<file path="src/rtl/multicycle_control.sv">
// Main control FSM for the multicycle RV32I-subset datapath: sequences fetch/decode/execute/
// memory/write-back and drives datapath enables, mux selects and the ALUOp/Funct_Code pair.
module multicycle_control #(
  parameter int unsigned RETIRED_W = 16
) (
  input  logic                 Clock,
  input  logic                 Reset,
  input  logic [31:0]          Instr,
  input  logic                 Mem_Ready,
  output logic [1:0]           Operation,
  output logic [6:0]           Funct_Code,
  output logic                 ALU_Src_A,
  output logic [1:0]           ALU_Src_B,
  output logic                 PC_Source,
  output logic                 PC_Write,
  output logic                 PC_Write_Cond,
  output logic                 IR_Write,
  output logic                 Mem_Read,
  output logic                 Mem_Write,
  output logic                 I_or_D,
  output logic                 Reg_Write,
  output logic                 Mem_to_Reg,
  output logic                 Illegal,
  output logic [RETIRED_W-1:0] Retired
);

  typedef enum logic [3:0] {
    StFetch, StDecode, StMemAddr, StMemRead, StMemWb, StMemWrite,
    StExecR, StExecI, StAluWb, StBranch, StTrap
  } state_e;

  localparam logic [6:0] OpR      = 7'b0110011;
  localparam logic [6:0] OpI      = 7'b0010011;
  localparam logic [6:0] OpLoad   = 7'b0000011;
  localparam logic [6:0] OpStore  = 7'b0100011;
  localparam logic [6:0] OpBranch = 7'b1100011;

  state_e                r_state;
  state_e                w_next;
  logic [6:0]            r_funct;
  logic [6:0]            w_funct;
  logic                  r_is_store;
  logic                  w_retire;
  logic [RETIRED_W-1:0]  r_retired;
  logic [6:0]            w_opcode;
  logic [2:0]            w_f3;
  logic                  w_unused_instr;

  assign w_opcode       = Instr[6:0];
  assign w_f3           = Instr[14:12];
  assign w_unused_instr = ^{Instr[31], Instr[29:15], Instr[11:7]};

  // Only R-type distinguishes add/sub via Instr[30]; I-type uses it as immediate bits.
  always_comb begin
    w_funct = 7'b0000000;
    case (w_f3)
      3'b000:  w_funct = (Instr[30] && (w_opcode == OpR)) ? 7'b1000001 : 7'b1000000;
      3'b111:  w_funct = 7'b1000100;
      3'b110:  w_funct = 7'b1000101;
      3'b100:  w_funct = 7'b1000110;
      3'b010:  w_funct = 7'b1010100;
      default: w_funct = 7'b0000000;
    endcase
  end

  always_comb begin
    w_next   = r_state;
    w_retire = 1'b0;
    unique case (r_state)
      StFetch:    if (Mem_Ready) w_next = StDecode;
      StDecode: begin
        case (w_opcode)
          OpR:             w_next = StExecR;
          OpI:             w_next = StExecI;
          OpLoad, OpStore: w_next = StMemAddr;
          OpBranch:        w_next = StBranch;
          default:         w_next = StTrap;
        endcase
      end
      StMemAddr:  w_next = r_is_store ? StMemWrite : StMemRead;
      StMemRead:  if (Mem_Ready) w_next = StMemWb;
      StMemWb: begin
        w_next   = StFetch;
        w_retire = 1'b1;
      end
      StMemWrite: begin
        if (Mem_Ready) begin
          w_next   = StFetch;
          w_retire = 1'b1;
        end
      end
      StExecR, StExecI: w_next = StAluWb;
      StAluWb, StBranch: begin
        w_next   = StFetch;
        w_retire = 1'b1;
      end
      StTrap:     w_next = StTrap;
      default:    w_next = StFetch;
    endcase
  end

  always_ff @(posedge Clock) begin
    if (!Reset) begin
      r_state    <= StFetch;
      r_funct    <= 7'b0000000;
      r_is_store <= 1'b0;
      r_retired  <= '0;
    end else begin
      r_state <= w_next;
      // Instr is only trusted in DECODE; the store/load choice is carried forward.
      if (r_state == StDecode) begin
        r_funct    <= w_funct;
        r_is_store <= Instr[5];
      end
      if (w_retire) r_retired <= r_retired + RETIRED_W'(1);
    end
  end

  always_comb begin
    Operation     = 2'b00;
    ALU_Src_A     = 1'b0;
    ALU_Src_B     = 2'b00;
    PC_Source     = 1'b0;
    PC_Write      = 1'b0;
    PC_Write_Cond = 1'b0;
    IR_Write      = 1'b0;
    Mem_Read      = 1'b0;
    Mem_Write     = 1'b0;
    I_or_D        = 1'b0;
    Reg_Write     = 1'b0;
    Mem_to_Reg    = 1'b0;
    unique case (r_state)
      StFetch: begin
        Mem_Read  = 1'b1;
        ALU_Src_B = 2'b01;
        IR_Write  = Mem_Ready;
        PC_Write  = Mem_Ready;
      end
      StDecode:   ALU_Src_B = 2'b10;
      StMemAddr: begin
        ALU_Src_A = 1'b1;
        ALU_Src_B = 2'b10;
      end
      StMemRead: begin
        I_or_D   = 1'b1;
        Mem_Read = 1'b1;
      end
      StMemWb: begin
        Reg_Write  = 1'b1;
        Mem_to_Reg = 1'b1;
      end
      StMemWrite: begin
        I_or_D    = 1'b1;
        Mem_Write = 1'b1;
      end
      StExecR: begin
        ALU_Src_A = 1'b1;
        Operation = 2'b10;
      end
      StExecI: begin
        ALU_Src_A = 1'b1;
        ALU_Src_B = 2'b10;
        Operation = 2'b10;
      end
      StAluWb:    Reg_Write = 1'b1;
      StBranch: begin
        ALU_Src_A     = 1'b1;
        Operation     = 2'b01;
        PC_Write_Cond = 1'b1;
        PC_Source     = 1'b1;
      end
      StTrap:     ;
      default:    ;
    endcase
    // Reset suppresses every write and parks the selects on their FETCH values.
    if (!Reset) begin
      Operation     = 2'b00;
      ALU_Src_A     = 1'b0;
      ALU_Src_B     = 2'b01;
      PC_Source     = 1'b0;
      PC_Write      = 1'b0;
      PC_Write_Cond = 1'b0;
      IR_Write      = 1'b0;
      Mem_Read      = 1'b0;
      Mem_Write     = 1'b0;
      I_or_D        = 1'b0;
      Reg_Write     = 1'b0;
      Mem_to_Reg    = 1'b0;
    end
  end

  assign Funct_Code = r_funct;
  assign Illegal    = (r_state == StTrap);
  assign Retired    = r_retired;

endmodule

</file>
<file path="config.mk">
export PLATFORM = sky130hd
export DESIGN_NAME = multicycle_control
export DESIGN_NICKNAME = d
export VERILOG_FILES = /design/src/rtl/multicycle_control.sv
export SDC_FILE = /design/constraint.sdc
export NUM_CORES = 1
export LEC_CHECK = 0
export ABC_AREA = 1
export BUFFER_PORTS_ARGS = -buffer_cell sky130_fd_sc_hd__buf_2
export CAP_MARGIN = 10
export CORE_ASPECT_RATIO = 0.75
export CORE_MARGIN = 5
export CORE_UTILIZATION = 50
export DETAILED_ROUTE_END_ITERATION = 6
export GPL_ROUTABILITY_DRIVEN = 0
export PLACE_DENSITY = 0.95
export SLEW_MARGIN = 20
export SYNTH_ARGS = -nofsm -noshare
export SYNTH_HDL_FRONTEND = slang
export SYNTH_SLANG_ARGS = --single-unit
</file>
<file path="constraint.sdc">
create_clock -name Clock -period 3.75 [get_ports Clock]
set_clock_uncertainty 0.15 [all_clocks]
set_input_delay 0.375 -clock Clock [delete_from_list [all_inputs] [get_ports Clock]]
set_output_delay 0.375 -clock Clock [all_outputs]
set_load 0.01 [all_outputs]
</file>
* Word level (Yosys, flattened, before mapping)
Cells that the tools add are included.
** Word-level totals
- Output and inout bits :: 38
- Bits in registers :: 28
- Logic and storage cells :: 69
- Input port bits :: 35
** Operators by class
- Equal/unequal tests :: 22
- Mux-type cells :: 30
- $add $sub $neg :: 1
- Reduce and logical (&&, ||, !) cells :: 12
** Operator list (count)
- one-hot mux 7 bit (5 select lines) :: 1
- one-hot mux 4 bit (7 select lines) :: 1
- two-way mux 1 bit :: 18
- adder 16 x 1 -> 16 bit (second input constant) :: 1
- == test 4 x 3 -> 1 bit (second input constant) :: 4
- one-hot mux 4 bit (4 select lines) :: 1
- == test 7 x 6 -> 1 bit (second input constant) :: 2
- == test 4 bit (second input constant) :: 3
- two-way mux 4 bit :: 3
- OR reduction 2 bit :: 5
- == test 3 bit (second input constant) :: 3
- == test 4 x 2 -> 1 bit (second input constant) :: 2
- one-hot mux 2 bit (2 select lines) :: 2
- == test 7 x 2 -> 1 bit (second input constant) :: 1
- == test 7 x 5 -> 1 bit (second input constant) :: 1
- == test 7 bit (second input constant) :: 1
- != test 2 bit (second input constant) :: 3
- OR reduction 3 bit :: 2
- == test 4 x 1 -> 1 bit (second input constant) :: 1
- zero test 4 bit :: 1
- two-way mux 2 bit :: 2
- OR reduction 4 bit :: 1
- == test 3 x 2 -> 1 bit (second input constant) :: 1
- zero test 3 bit :: 1
- 4 further kinds :: 4

* Longest topological paths before layout
Gate-level depths: netlist of the first run.
- Depth after elaboration :: 4
- Depth in mapped cells :: 10

* Worst setup path before layout of the first run
Ideal clock, no wire load.
- Path type :: input port to output port
- Start :: in Reset
- End :: out PC_Write
- Cell stages on the path :: 5
- Data arrival time :: 1.445 ns
- Slack :: 1.780 ns
- Cells stage by stage :: clkbuf_1 > inv_1 > clkbuf_1 > nor3_1 > buf_4
** Between the ends
- Word-level cells in the longest chain between the ends :: 1
** Ends and longest elaborated chain
- start, declared :: line 7 : input logic Reset,
- two-way mux 1 bit
- end, declared :: line 15 : output logic PC_Write,
Every way passes these cells.

* Final worst setup path of the first run
- Start :: reg r_state[1]
- End :: out ALU_Src_B[1]
** Between the ends
- Word-level cells in the longest chain between the ends :: 4
- Elaborated cells on any way between the ends :: 7
- Classes of those cells :: eq/ne (3); mux (2); reduce/logical (2)
** Ends and longest elaborated chain
- start, declared :: line 38 : state_e r_state;
- start signal, assigned :: line 104 : r_state <= StFetch;
- start signal, assigned :: line 109 : r_state <= w_next;
- == test 4 x 1 -> 1 bit, or another cell as far along :: line 132 : unique case (r_state)
- OR reduction 3 bit (no line)
- one-hot mux 2 bit (2 select lines) (*) :: line 132
- two-way mux 2 bit (*) :: line 176 : if (!Reset) begin
- end, declared :: line 13 : output logic [1:0] ALU_Src_B,
Mark *: on every way between the ends. The rest lies on a longest branch, timed or not.

==> results.yml, run 1 <==
outcome:
  outcome: "completed"
sta:
  setup_tns_ps: 0
  slew_headroom: 0.559
  rsz0062_at_grt: "no"
  tightest_slew_ps: 660
  fmax_mhz: 436
  period_share: 0.612
  drv_slew: 0
  setup_viol: 0
  period_needed_ps: 2300
  finalHoldViolations: 0
finish:
  finalNetCount: 338
  num_antenna_cells: 0
  final_cells: 339
  drive_above_1_share: 0.246
  syn_to_final_growth_pct: 16.5
worst_setup_path:
  slowest_delay_ps: 430
  critical_path.cell_chain: "inv_1, nand2_2, nor2_1, buf_4, inv_1, o21ai_0, o21ai_0, inv_1, buf_2"
  cp.arrival_ps: 1770
  startpoint_type: "flip-flop"
  worstPathRequired_ps: 3220
  critPathMaxFanout: 12
  cp-end-kind: "primary output"
  path_common_cell: "inv_1"
  crit_family: "buffers and inverters"
  critPathKind: "reg -> out"
  crit_slowest_cell: "dfxtp_1"
  critPathBufInv: 5
clock_tree:
  clk_latency_ps: 270
  htreeDepth: 1
  clockRootBuffer: "clkbuf_8"
  cts_buffers: 3
  cts_hold_repair.buffers: 0
  postCtsSetupBuffers: 0
  clk_pin_slew_ps: 90
  clk_path_buf_depth: 2
  ctsResizeCount: 0
  cts_sinks: 26
  cts_tree: "yes"
pwr:
  sw_frac_of_total: 0.420
  p_switching_uw: 396
  p_int_uw: 547
  p_seq_frac: 0.380
  leakagePower_nw: 0.933
  p_clk_frac: 0.192
  max-vdd-ir-drop_mv: 0.362
  pwr-share-comb: 0.428
  power_density_nw_per_um2: 499
place:
  dpl.hpwl_um: 2960
  dpl.cell_count: 335
  io_buffers: 49
drt:
  drt-pass1-iter-count: 4
  vias: 1738
  drt-total-wl_um: 3930
  drtIter0Drc: 184
  drc: 0
  antenna_left: 0
  wl_per_cell_um: 11.6
  viasPerCell: 5.13
synthesis:
  syn_inst: 258
  synth-seq-area-share: 0.320
  avgSynthCellArea_um2: 6.29
  yosysWarnings: 0
  ys_types: 25
  yosysMostFrequentCell: "nand2_1"
  synth_edf_count: 0
  synth_seq_cells: 26
  syn-cell-area_um2: 1620
  synth_top_area_cell: "dfxtp_1"
  synth_top_flop_cell: "dfxtp_1"
  synth.area.top_cells: "dfxtp_1 32%, nand2_1 13%, nor2_1 8.6%, inv_1 8.1%, nand3_1 6.5%"
  synth_top_area_frac: 0.320
  synth_common_cells: "58 x nand2_1, 37 x nor2_1, 35 x inv_1, 26 x dfxtp_1, 21 x nand3_1"
  ys_async_sr_fraction: 0
global_routing:
  grt_pass1_wl_um: 6470
  grtUsageTotal: 0.183
  antenna_found_initial: 0
  grt_max_degree: 30
  grt_pass1_vias: 1511
  overflow: 0
floorplanning:
  dieArea_um2: 4500
  coreArea_um2: 3020
  ios: 73
  die_x_um: 75.8
  die_h_um: 59.4
  start_util: 0.538
  rows: 17
worst_hold_path:
  hp-class: "in -> reg"
flow_run:
  max_cap_violations: 0
power by group through the flow:
stage / combinational [mW] / clock, mW / sequential, mW
3_5_place_dp: 0.399 / 0 / 0.362
4_1_cts: 0.404 / 0.187 / 0.357
6_report: 0.403 / 0.181 / 0.359
2_1_floorplan: 0.320 / 0 / 0.365
5_1_grt: 0.463 / 0.202 / 0.364
3_3_place_gp: 0.391 / 0 / 0.361
worst min-delay path: stages:
cell and delay, ps:
buf_2 110, inv_1 70, a21oi_1 60
path summary, 6_finish.rpt:
path                       from            end  slack, ps  cells after the start
hold / removal         Instr[5]     r_is_store        240                      3
setup reg to reg     r_state[1]    Retired[15]       1900                      9
hold reg to reg   Funct_Code[6]  Funct_Code[6]        320                      2
setup / recovery     r_state[1]   ALU_Src_B[1]       1450                      9
layout make-up:
class / instances / area, µm²
timing repair buffer: 50 / 253
sequential: 26 / 520
multi-input combinational: 184 / 877
tap: 38 / 47.5
clock buffer: 4 / 55.1
inverter: 37 / 139
fill: 297 / 1130
through the flow:
step	cell area, µm²	power [mW]	setup WS (ps)	hold slack [ps]	utilization
2_1_floorplan	1630	0.684	1780	335	-
3_3_place_gp	1840	0.751	1660	301	0.608
3_5_place_dp	1840	0.762	1610	307	0.608
4_1_cts	1890	0.948	1460	228	0.626
5_1_grt	1890	1.03	1240	236	0.626
6_report	1890	0.944	1450	239	0.626
kinds of logic (layout without fill, tap and decap cells):
| group | Yosys count | in the layout | synth area share |
|---|---|---|---|
| compound gates | 42 | 42 | 0.156 |
| other cells | 1 | 2 | 0.00231 |
| simple gates | 137 | 137 | 0.361 |
| flops | 26 | 26 | 0.320 |
| fa+ha+maj | 1 | 1 | 0.00770 |
| xor+xnor | 2 | 2 | 0.0108 |
| buf+inv | 49 | 91 | 0.142 |
cells in the final DEF (no fill, tap or decap):
| cell | n |
|---|---|
| nor2_2 | 4 |
| clkbuf_8 | 4 |
| inv_1 | 35 |
| o211ai_1 | 2 |
| nand2_1 | 58 |
| nand4_1 | 5 |
| a21oi_2 | 9 |
| xnor2_1 | 1 |
| a21oi_1 | 18 |
| buf_4 | 1 |
| a211oi_1 | 1 |
| conb_1 | 2 |
| buf_2 | 49 |
| and3_1 | 1 |
| nand3_1 | 21 |
| nor3_1 | 6 |
| o21ai_0 | 11 |
| dfxtp_1 | 26 |
| ha_1 | 1 |
| nor2_1 | 37 |
| o21a_1 | 1 |
| xor2_1 | 1 |
| nand2_2 | 5 |
| inv_2 | 2 |
metal layers:
metal	vias up	wire (µm)	global-route usage
li1	897	-	-
met1	778	1880	0.249
met2	59	1680	0.278
met3	4	341	0.0508
met4	0	28	0.0574
met5	-	0	0
registers in the layout (all words and copies together) (netlist names):
signal and cells:
Retired 16, Funct_Code 5, r_is_store 1, r_state 4
Power figures use the tool's default switching activity.
==> inputs of run 2 (changes only) <==
CORE_UTILIZATION = 47   (was 50)
PLACE_DENSITY = 0.91   (was 0.95)
clock period = 2.2 ns   (was 3.75 ns; I/O delays follow)
==> run 2 against run 1 <==
  * Register-to-register slack worse by 1500 ps
  * Via count down 3.3%
  * Combinational power up 70%
  * Worst setup slack worse by 1200 ps
  * Total power up 79%
  * Die area up 5.4%
  * Clock power up 120%
  * Sequential share of layout area down 0.48 points
  * Global-route usage down 2.3 points
  * Final area up 1.8%
  * Sequential power up 69%
  * Critical path depth down 1
  * Critical path type unchanged
  * Largest cell class unchanged
  * Highest routed layer unchanged
==> results.yml, run 2 (same netlist as run 1, synthesis figures left out) <==
drt:
  drc: 0
  viasPerCell: 4.90
  drtIter0Drc: 117
  drt-total-wl_um: 3680
  vias: 1680
  antenna_left: 0
  drt-pass1-iter-count: 5
  wl_per_cell_um: 10.7
worst_hold_path:
  hp-class: "in -> reg"
  holdPathStages: 3
  min_from: "Instr[5]"
global_routing:
  grt_pass1_wl_um: 6320
  grtUsageTotal: 0.160
  grt_pass1_vias: 1456
  overflow: 0
  grt_max_degree: 30
  antenna_found_initial: 0
pwr:
  leakagePower_nw: 0.950
  p_total_mw: 1.68
  power_density_nw_per_um2: 875
  max-vdd-ir-drop_mv: 0.568
finish:
  largest_register_ffs: 16
  drive_above_1_share: 0.251
  finalNetCount: 340
  fill_cells: 327
  post-route-util: 0.582
  syn_to_final_growth_pct: 18.6
  num_antenna_cells: 0
  mostFrequentLayoutCell: "nand2_1"
  register_area_um2: 520
  multiInputGateArea_um2: 877
  layout_common_cells: "58 x nand2_1, 49 x buf_2, 37 x nor2_1"
clock_tree:
  cts_sinks: 26
  htreeDepth: 1
  clk_path_buf_depth: 2
  postCtsSetupBuffers: 0
  cts_buffers: 3
  clk_latency_ps: 270
  cts_tree: "yes"
  cts_hold_repair.buffers: 0
  clk_pin_slew_ps: 90
  clockRootBuffer: "clkbuf_8"
  ctsResizeCount: 0
sta:
  tightest_slew_ps: 584
  fmax_mhz: 518
  holdWs_ps: 73.2
  slew_headroom: 0.609
  period_share: 0.877
  period_needed_ps: 1930
  finalHoldViolations: 0
  setup_tns_ps: 0
  rsz0062_at_grt: "no"
  drv_slew: 0
  setup_viol: 0
place:
  io_buffers: 49
  dpl.hpwl_um: 2850
floorplanning:
  ios: 73
  die_x_um: 77.9
  dieArea_um2: 4740
  rows: 18
  die_h_um: 60.9
  start_util: 0.491
  coreArea_um2: 3310
worst_setup_path:
  rrSetupSlack_ps: 410
  crit-reg2reg-launch: "r_state[1]"
  cp.arrival_ps: 1560
  worstPathRequired_ps: 1830
  startpoint_type: "flip-flop"
  critPathKind: "reg -> out"
  cp-end-kind: "primary output"
  critPathMaxFanout: 6
  reg2reg_depth: 9
  startpoint: "r_state[1]"
flow_run:
  max_cap_violations: 0
outcome:
  outcome: "completed"
-- run 2: changes by cell type in the layout (fill, tap and decap cells not counted), sizes merged --
cell	delta
clkbuf	-1
buf	+2
bufinv	+1
-- run 2: cell type report --
class | instances | share of cell area
clock buffers | 3 | 0.0214
clock inverters | 1 | 0.0156
inverters | 37 | 0.0721
multi-input cells | 184 | 0.455
flip-flops and latches | 26 | 0.270
well taps | 40 | 0.0260
repair buffers | 52 | 0.139
-- run 2: report_power, final --
group          internal, mW  switching, mW  total, mW
Clock                 0.243          0.148      0.392
Sequential            0.541         0.0653      0.606
Combinational         0.234          0.453      0.686
Total                  1.02          0.667       1.68
-- run 2: worst max-delay path, cell delays in order, from the launching register on --
cell and delay (ps):
dfxtp_1 430, inv_1 100, nand2_2 100, nor2_1 60, inv_1 160, o21ai_0 110, o21ai_0 150, inv_1 50
buf_2 140
-- run 2: worst paths after layout --
| kind | endpoint |
|---|---|
| setup / recovery | ALU_Src_B[1] |
| hold / removal | r_is_store |
| setup reg to reg | Retired[14] |
| hold reg to reg | Funct_Code[6] |
-- run 2: stage by stage --
| step | worst slack, ps | cells | area (µm²) |
|---|---|---|---|
| after global placement | 481 | 339 | 1850 |
| final | 270 | 343 | 1930 |
| after global routing | 153 | 343 | 1930 |
| after CTS | 271 | 343 | 1930 |
| after detailed placement | 438 | 339 | 1850 |
| after floorplan | 540 | 259 | 1630 |
-- run 2: metal layers --
layer	track usage	vias to the layer above	wire, µm	part of all wire
li1	-	904	-	-
met4	0.0392	0	31	0.0084
met1	0.224	717	1800	0.49
met2	0.245	54	1520	0.41
met3	0.0460	5	319	0.087
met5	0	-	0	0
